**src/rtl/instr_fetch.sv**
```systemverilog
// Fetch stage: PC register, credit-based requests to a 1-cycle synchronous
// instruction memory, 2-entry response FIFO, valid/ready hand-off to decode.
module instr_fetch #(
    parameter logic [31:0] PC_RESET = 32'h0000_3000
) (
    input  logic        clk,
    input  logic        reset_n,
    output logic        im_req,
    output logic [31:0] im_addr,
    input  logic [31:0] im_rdata,
    input  logic        redirect_valid,
    input  logic [31:0] redirect_pc,
    output logic        if_valid,
    input  logic        if_ready,
    output logic [31:0] if_instr,
    output logic [31:0] if_pc
);

    typedef struct packed {
        logic [31:0] pc;
        logic [31:0] instr;
    } if_entry_t;

    logic [31:0]          pc;
    if_entry_t [1:0]      fifo;
    logic                 rd_ptr;
    logic                 wr_ptr;
    logic [1:0]           occ;
    logic                 inflight;
    logic [31:0]          inflight_pc;
    logic                 drop;

    logic                 pop;
    logic                 push;
    logic [2:0]           slots_used;
    logic                 unused_pc_bits;

    // Low address bits of a redirect target carry no meaning for word fetch.
    assign unused_pc_bits = ^redirect_pc[1:0];

    // Handshake, credit check and response acceptance.
    always_comb begin
        pop        = if_valid & if_ready;
        push       = inflight & ~drop & ~redirect_valid;
        // Slots that will be held next cycle: occupied + in flight - leaving.
        slots_used = {1'b0, occ} + {2'b00, inflight} - {2'b00, pop};
        // Held low during reset so the memory sees no request before release.
        im_req     = reset_n & ~redirect_valid & (slots_used < 3'd2);
        im_addr    = pc;
        if_valid   = (occ != 2'd0);
        if_instr   = fifo[rd_ptr].instr;
        if_pc      = fifo[rd_ptr].pc;
    end

    // PC and outstanding-request tracking; redirect overrides sequential fetch.
    always_ff @(posedge clk or negedge reset_n) begin
        if (!reset_n) begin
            pc          <= {PC_RESET[31:2], 2'b00};
            inflight    <= 1'b0;
            inflight_pc <= '0;
            drop        <= 1'b0;
        end else begin
            inflight <= im_req;
            // A response landing just after a redirect belongs to the old path.
            drop     <= redirect_valid & inflight;
            if (redirect_valid) begin
                pc <= {redirect_pc[31:2], 2'b00};
            end else if (im_req) begin
                pc          <= pc + 32'd4;
                inflight_pc <= pc;
            end
        end
    end

    // Response FIFO; a redirect empties it regardless of push/pop this cycle.
    always_ff @(posedge clk or negedge reset_n) begin
        if (!reset_n) begin
            fifo   <= '0;
            rd_ptr <= 1'b0;
            wr_ptr <= 1'b0;
            occ    <= 2'd0;
        end else if (redirect_valid) begin
            rd_ptr <= 1'b0;
            wr_ptr <= 1'b0;
            occ    <= 2'd0;
        end else begin
            if (push) begin
                fifo[wr_ptr] <= '{pc: inflight_pc, instr: im_rdata};
                wr_ptr       <= ~wr_ptr;
            end
            if (pop) begin
                rd_ptr <= ~rd_ptr;
            end
            case ({push, pop})
                2'b10:   occ <= occ + 2'd1;
                2'b01:   occ <= occ - 2'd1;
                default: occ <= occ;
            endcase
        end
    end

    // The credit rule must never let a response arrive with both slots full.
    a_no_overflow: assert property (@(posedge clk) disable iff (!reset_n)
        !(push && occ == 2'd2));

endmodule

```
**config.mk**
```make
export PLATFORM = sky130hd
export DESIGN_NAME = instr_fetch
export DESIGN_NICKNAME = d
export VERILOG_FILES = /design/src/rtl/instr_fetch.sv
export SDC_FILE = /design/constraint.sdc
export NUM_CORES = 1
export LEC_CHECK = 0
export CAP_MARGIN = 10
export CORE_UTILIZATION = 60
export CTS_BUF_LIST = sky130_fd_sc_hd__clkbuf_4 sky130_fd_sc_hd__clkbuf_8 sky130_fd_sc_hd__clkbuf_16
export CTS_CLUSTER_DIAMETER = 200
export DETAILED_ROUTE_END_ITERATION = 7
export DONT_BUFFER_PORTS = 1
export HOLD_SLACK_MARGIN = 0.06
export PLACE_DENSITY = 0.76
export SLEW_MARGIN = 10
export SYNTH_ARGS = -nofsm -noshare
export SYNTH_HDL_FRONTEND = slang
export SYNTH_SLANG_ARGS = --single-unit
```
**constraint.sdc**
```tcl
create_clock -name clk -period 5.84 [get_ports clk]
set_input_delay 1.752 -clock clk [delete_from_list [all_inputs] [get_ports clk]]
set_output_delay 1.752 -clock clk [all_outputs]
set_load 0.005 [all_outputs]
```
==> results by group <==
Die
  – Num rows: 43
  – Die height: between 100 and 150 um
  – Core area: 0.01393 sq mm
  – Die Area: 0.01481 sq mm
  – Initial Util: 0.6170
  – IO Pins: around 170
  – Die Span X: 121.7 um

Drt
  – Antenna-violating nets left: 0
  – Iteration-0 DRC Markers: 362
  – Via density: 6.118
  – Vias post-DR: between 5000 and 6000
  – Residual DRC: 0
  – DRT Pass-1 Iters: 4
  – Detailed Route WL: 17330 um
  – Drt wl/cell: 19.90 um

Timing
  – Min Tclk post-route: 5306 ps
  – Fin Hold WS: 496.7 ps
  – Setup violators final: 0
  – Final Cycle Share: 0.9085
  – Fmax: 0.1885 GHz
  – Final hold viol count: 0
  – Slew @ Worst Pin: approximately 1000 ps
  – Max-slew violations: 0
  – RSZ-0062 raised after global routing: false
  – Setup Skew: 7.001 ps
  – Max transition margin: 0.3176
  – Setup TNS: 0 ps

Critical path
  – Worst Path Buf+Inv: 2
  – Kind of start point of the critical path: input pin
  – Setup crit start: if_ready
  – CP cell instances: nand2_1 -> inv_1 -> ha_1 -> nand2b_1 -> fa_1 -> xor2_1 -> or3_2 -> clkinv_4
  – WP depth: 8
  – Worst endpoint required time: 4090 ps
  – R2R Path End: im_addr[11]
  – Worst R2R Path Depth: 13
  – Crit-path max FO: 5
  – Slowest Stage Delay on Critical Path: 540 ps
  – Critical Path Slowest Stage Cell: or3_2
  – Crit. End Element: output port
  – WS Path Type: input pin to output port
  – Worst setup path endpoint: im_req
  – Worst path arrival time: 3550 ps
  – CP delay by family, top: simple AND/OR/NAND/NOR gates
  – Flop-to-flop setup slack: ~1900 ps
  – Reg-to-Reg Start: occ[0]

Logic synthesis
  – Register area share after synthesis: 0.5533
  – Yosys cell types: 49
  – Prevailing post-synth register cell: dfrtp_1
  – EDFF count, synth: 0
  – Mapped Cells: 691
  – Post-Syn Area: 0.008597 sq mm
  – Synth Area per Inst: about 12 sq um
  – #FFs+latches synth: 190
  – Ys Warns: 0
  – Asr flop ratio synth: 1.000

CTS
  – CTS tree: yes
  – Count of cells resized by post-cts repair: 0
  – Root Buffer Master: clkbuf_16
  – Clk buf depth: 2
  – Clk sink count: 190
  – Clk_lat worst skew: ~420 ps
  – Clk pin slew, worst setup/hold paths: 60 ps
  – CTS Buf Count: 17
  – Post-CTS Setup Bufs: 0
  – H-tree levels: 4
  – Hold buffer count at CTS: 0

Global routing
  – GRT Residual Overflow: 0
  – Vias in the first global route: 5400
  – Antenna violations before repair: 0
  – Largest net degree at the start of global routing: approximately 190
  – Total GRT Usage: 0.2463
  – First-pass GRT wire length: 27880 um

Placement
  – Hpwl dp: 11190 um
  – Port bufs: 0
  – RD Place Congestion: 0.8122

Power
  – Power Internal: 3.103 mW
  – Logic pwr share: 0.246
  – Leakage power: approximately 4.2 nW
  – Sw Share: 0.2920
  – P per Cell Area: 474.0 mW/mm^2
  – Maximum vdd drop: 0.2089 mV
  – Psw: ~1.3 mW
  – Power share of the sequential group: 0.499
  – Clock power frac: 0.254

Cells and area
  – Antenna Cells: 0
  – Area Overhead vs Synth: 7.568%
  – Fraction of layout cells with a size suffix above 1: 0.3430
  – Final net count: 749
  – Fillers: roughly 1000

Worst hold path
  – Hold crit path type: register to register

Outcome
  – Status: finished clean

Job
  – MaxCap Viol Count: 0
==> registers in the layout, summed over array words and instances (netlist names) <==
signal,count
fifo,124
im_addr,30
inflight_pc,30
occ,2
drop,1
inflight,1
rd_ptr,1
wr_ptr,1
==> worst min-delay path by stage <==
stage          slack [ps]  depth (start not counted)       startpoint         endpoint
6_report              500                          2  inflight_pc[30]  inflight_pc[30]
5_1_grt               510                          1         fifo[82]         fifo[82]
4_1_cts               500                          2   inflight_pc[2]   inflight_pc[2]
3_5_place_dp          480                          2   inflight_pc[5]   inflight_pc[5]
3_3_place_gp          480                          2  inflight_pc[16]  inflight_pc[16]
2_1_floorplan         460                          2  inflight_pc[29]  inflight_pc[29]
==> cell usage in the layout, fill, tap and decap left out, types with 5 or more instances in the layout <==
cell / netlist / final
a21oi_1: 6 / 6
a221o_1: 9 / 9
and2_1: 6 / 6
and3_1: 6 / 5
buf_4: 5 / 5
clkbuf_16: 0 / 17
dfrtp_1: 188 / 187
inv_1: 7 / 7
mux2_2: 186 / 186
nand2_1: 113 / 113
nand3_1: 17 / 17
nand4_1: 12 / 12
nor2_1: 14 / 14
o211ai_1: 6 / 6
o21ai_0: 20 / 20
o311ai_0: 8 / 8
==> cells in the mapped netlist, types with 3 or more instances <==
cell      instances  area (sq um)
dfrtp_1         188          4705
o211ai_1          6         45.04
nand3_1          17         85.08
nand4_1          12         75.07
mux2_2          186          2095
xnor2_1           4         35.03
buf_2            20         100.1
clkbuf_1         11         41.29
buf_4             5         37.54
o311ai_0          8         70.07
o21ai_0          20         100.1
or3_1             3         18.77
mux2i_1           3         30.03
nor2_1           14         52.55
xor2_1            4         35.03
nand2b_1          4         25.02
a221o_1           9         90.09
and2_1            6         37.54
nand2_1         113         424.2
a21oi_1           6         30.03
inv_1             7         26.28
nor4_1            3         18.77
buf_6             3         33.78
and3_1            6         37.54
==> tightest hold or removal path: cells and delay by family, from the launching register on <==
family | cells | cell delay, ps
and+or+nand+nor | 2 | 100
DFF | 1 | 360
==> stage by stage <==
step                      power, mW  setup WS [ps]  instance area, sq um  utilization  instances
after CTS                     4.432          530.7                  9248       0.6636        871
after global placement        3.217          578.6                  8667       0.6220        839
after global routing          4.639          416.3                  9248       0.6636        871
after floorplan               3.031          381.6                  8608            -        694
final                         4.384          534.4                  9248       0.6636        871
after detailed placement      3.306          538.6                  8667       0.6220        839
==> cells by family after synthesis <==
family	Yosys count	share of synthesized area
buffers and inverters	48	0.02925
DFF	190	0.5533
AOI/OAI and AO/OA	60	0.04919
muxes	189	0.2471
adders and majority gates	3	0.005239
xor gates and xnor gates	8	0.008149
other	1	0.0004362
and+or+nand+nor	192	0.1073
==> routing by layer <==
metal,track usage,up-vias,part of all wire
met5,0,-,0
met4,0.09491,0,0.018
met3,0.07725,25,0.077
met2,0.3853,179,0.48
met1,0.3210,2696,0.43
li1,-,2429,-
==> layout make-up <==
| cell class | instances | area [sq um] | area share |
|---|---|---|---|
| Clock buffer | 23 | 495.5 | 0.05358 |
| Clock inverter | 9 | 85.08 | 0.009200 |
| Inverter | 8 | 35.03 | 0.003788 |
| Multi-Input combinational cell | 456 | 3611 | 0.3905 |
| Sequential cell | 190 | 4758 | 0.5145 |
| Tap cell | 180 | 225.2 | 0.02435 |
| Timing Repair Buffer | 5 | 37.54 | 0.004059 |
==> power groups by stage <==
stage                     logic (mW)  clock network, mW  registers, mW
after floorplan                0.965                  0           2.07
after global placement          1.05                  0           2.17
after detailed placement        1.09                  0           2.22
after CTS                       1.10               1.14           2.19
after global routing            1.18               1.19           2.26
final                           1.08               1.12           2.19
No activity file was read; power rests on OpenSTA's default activity.
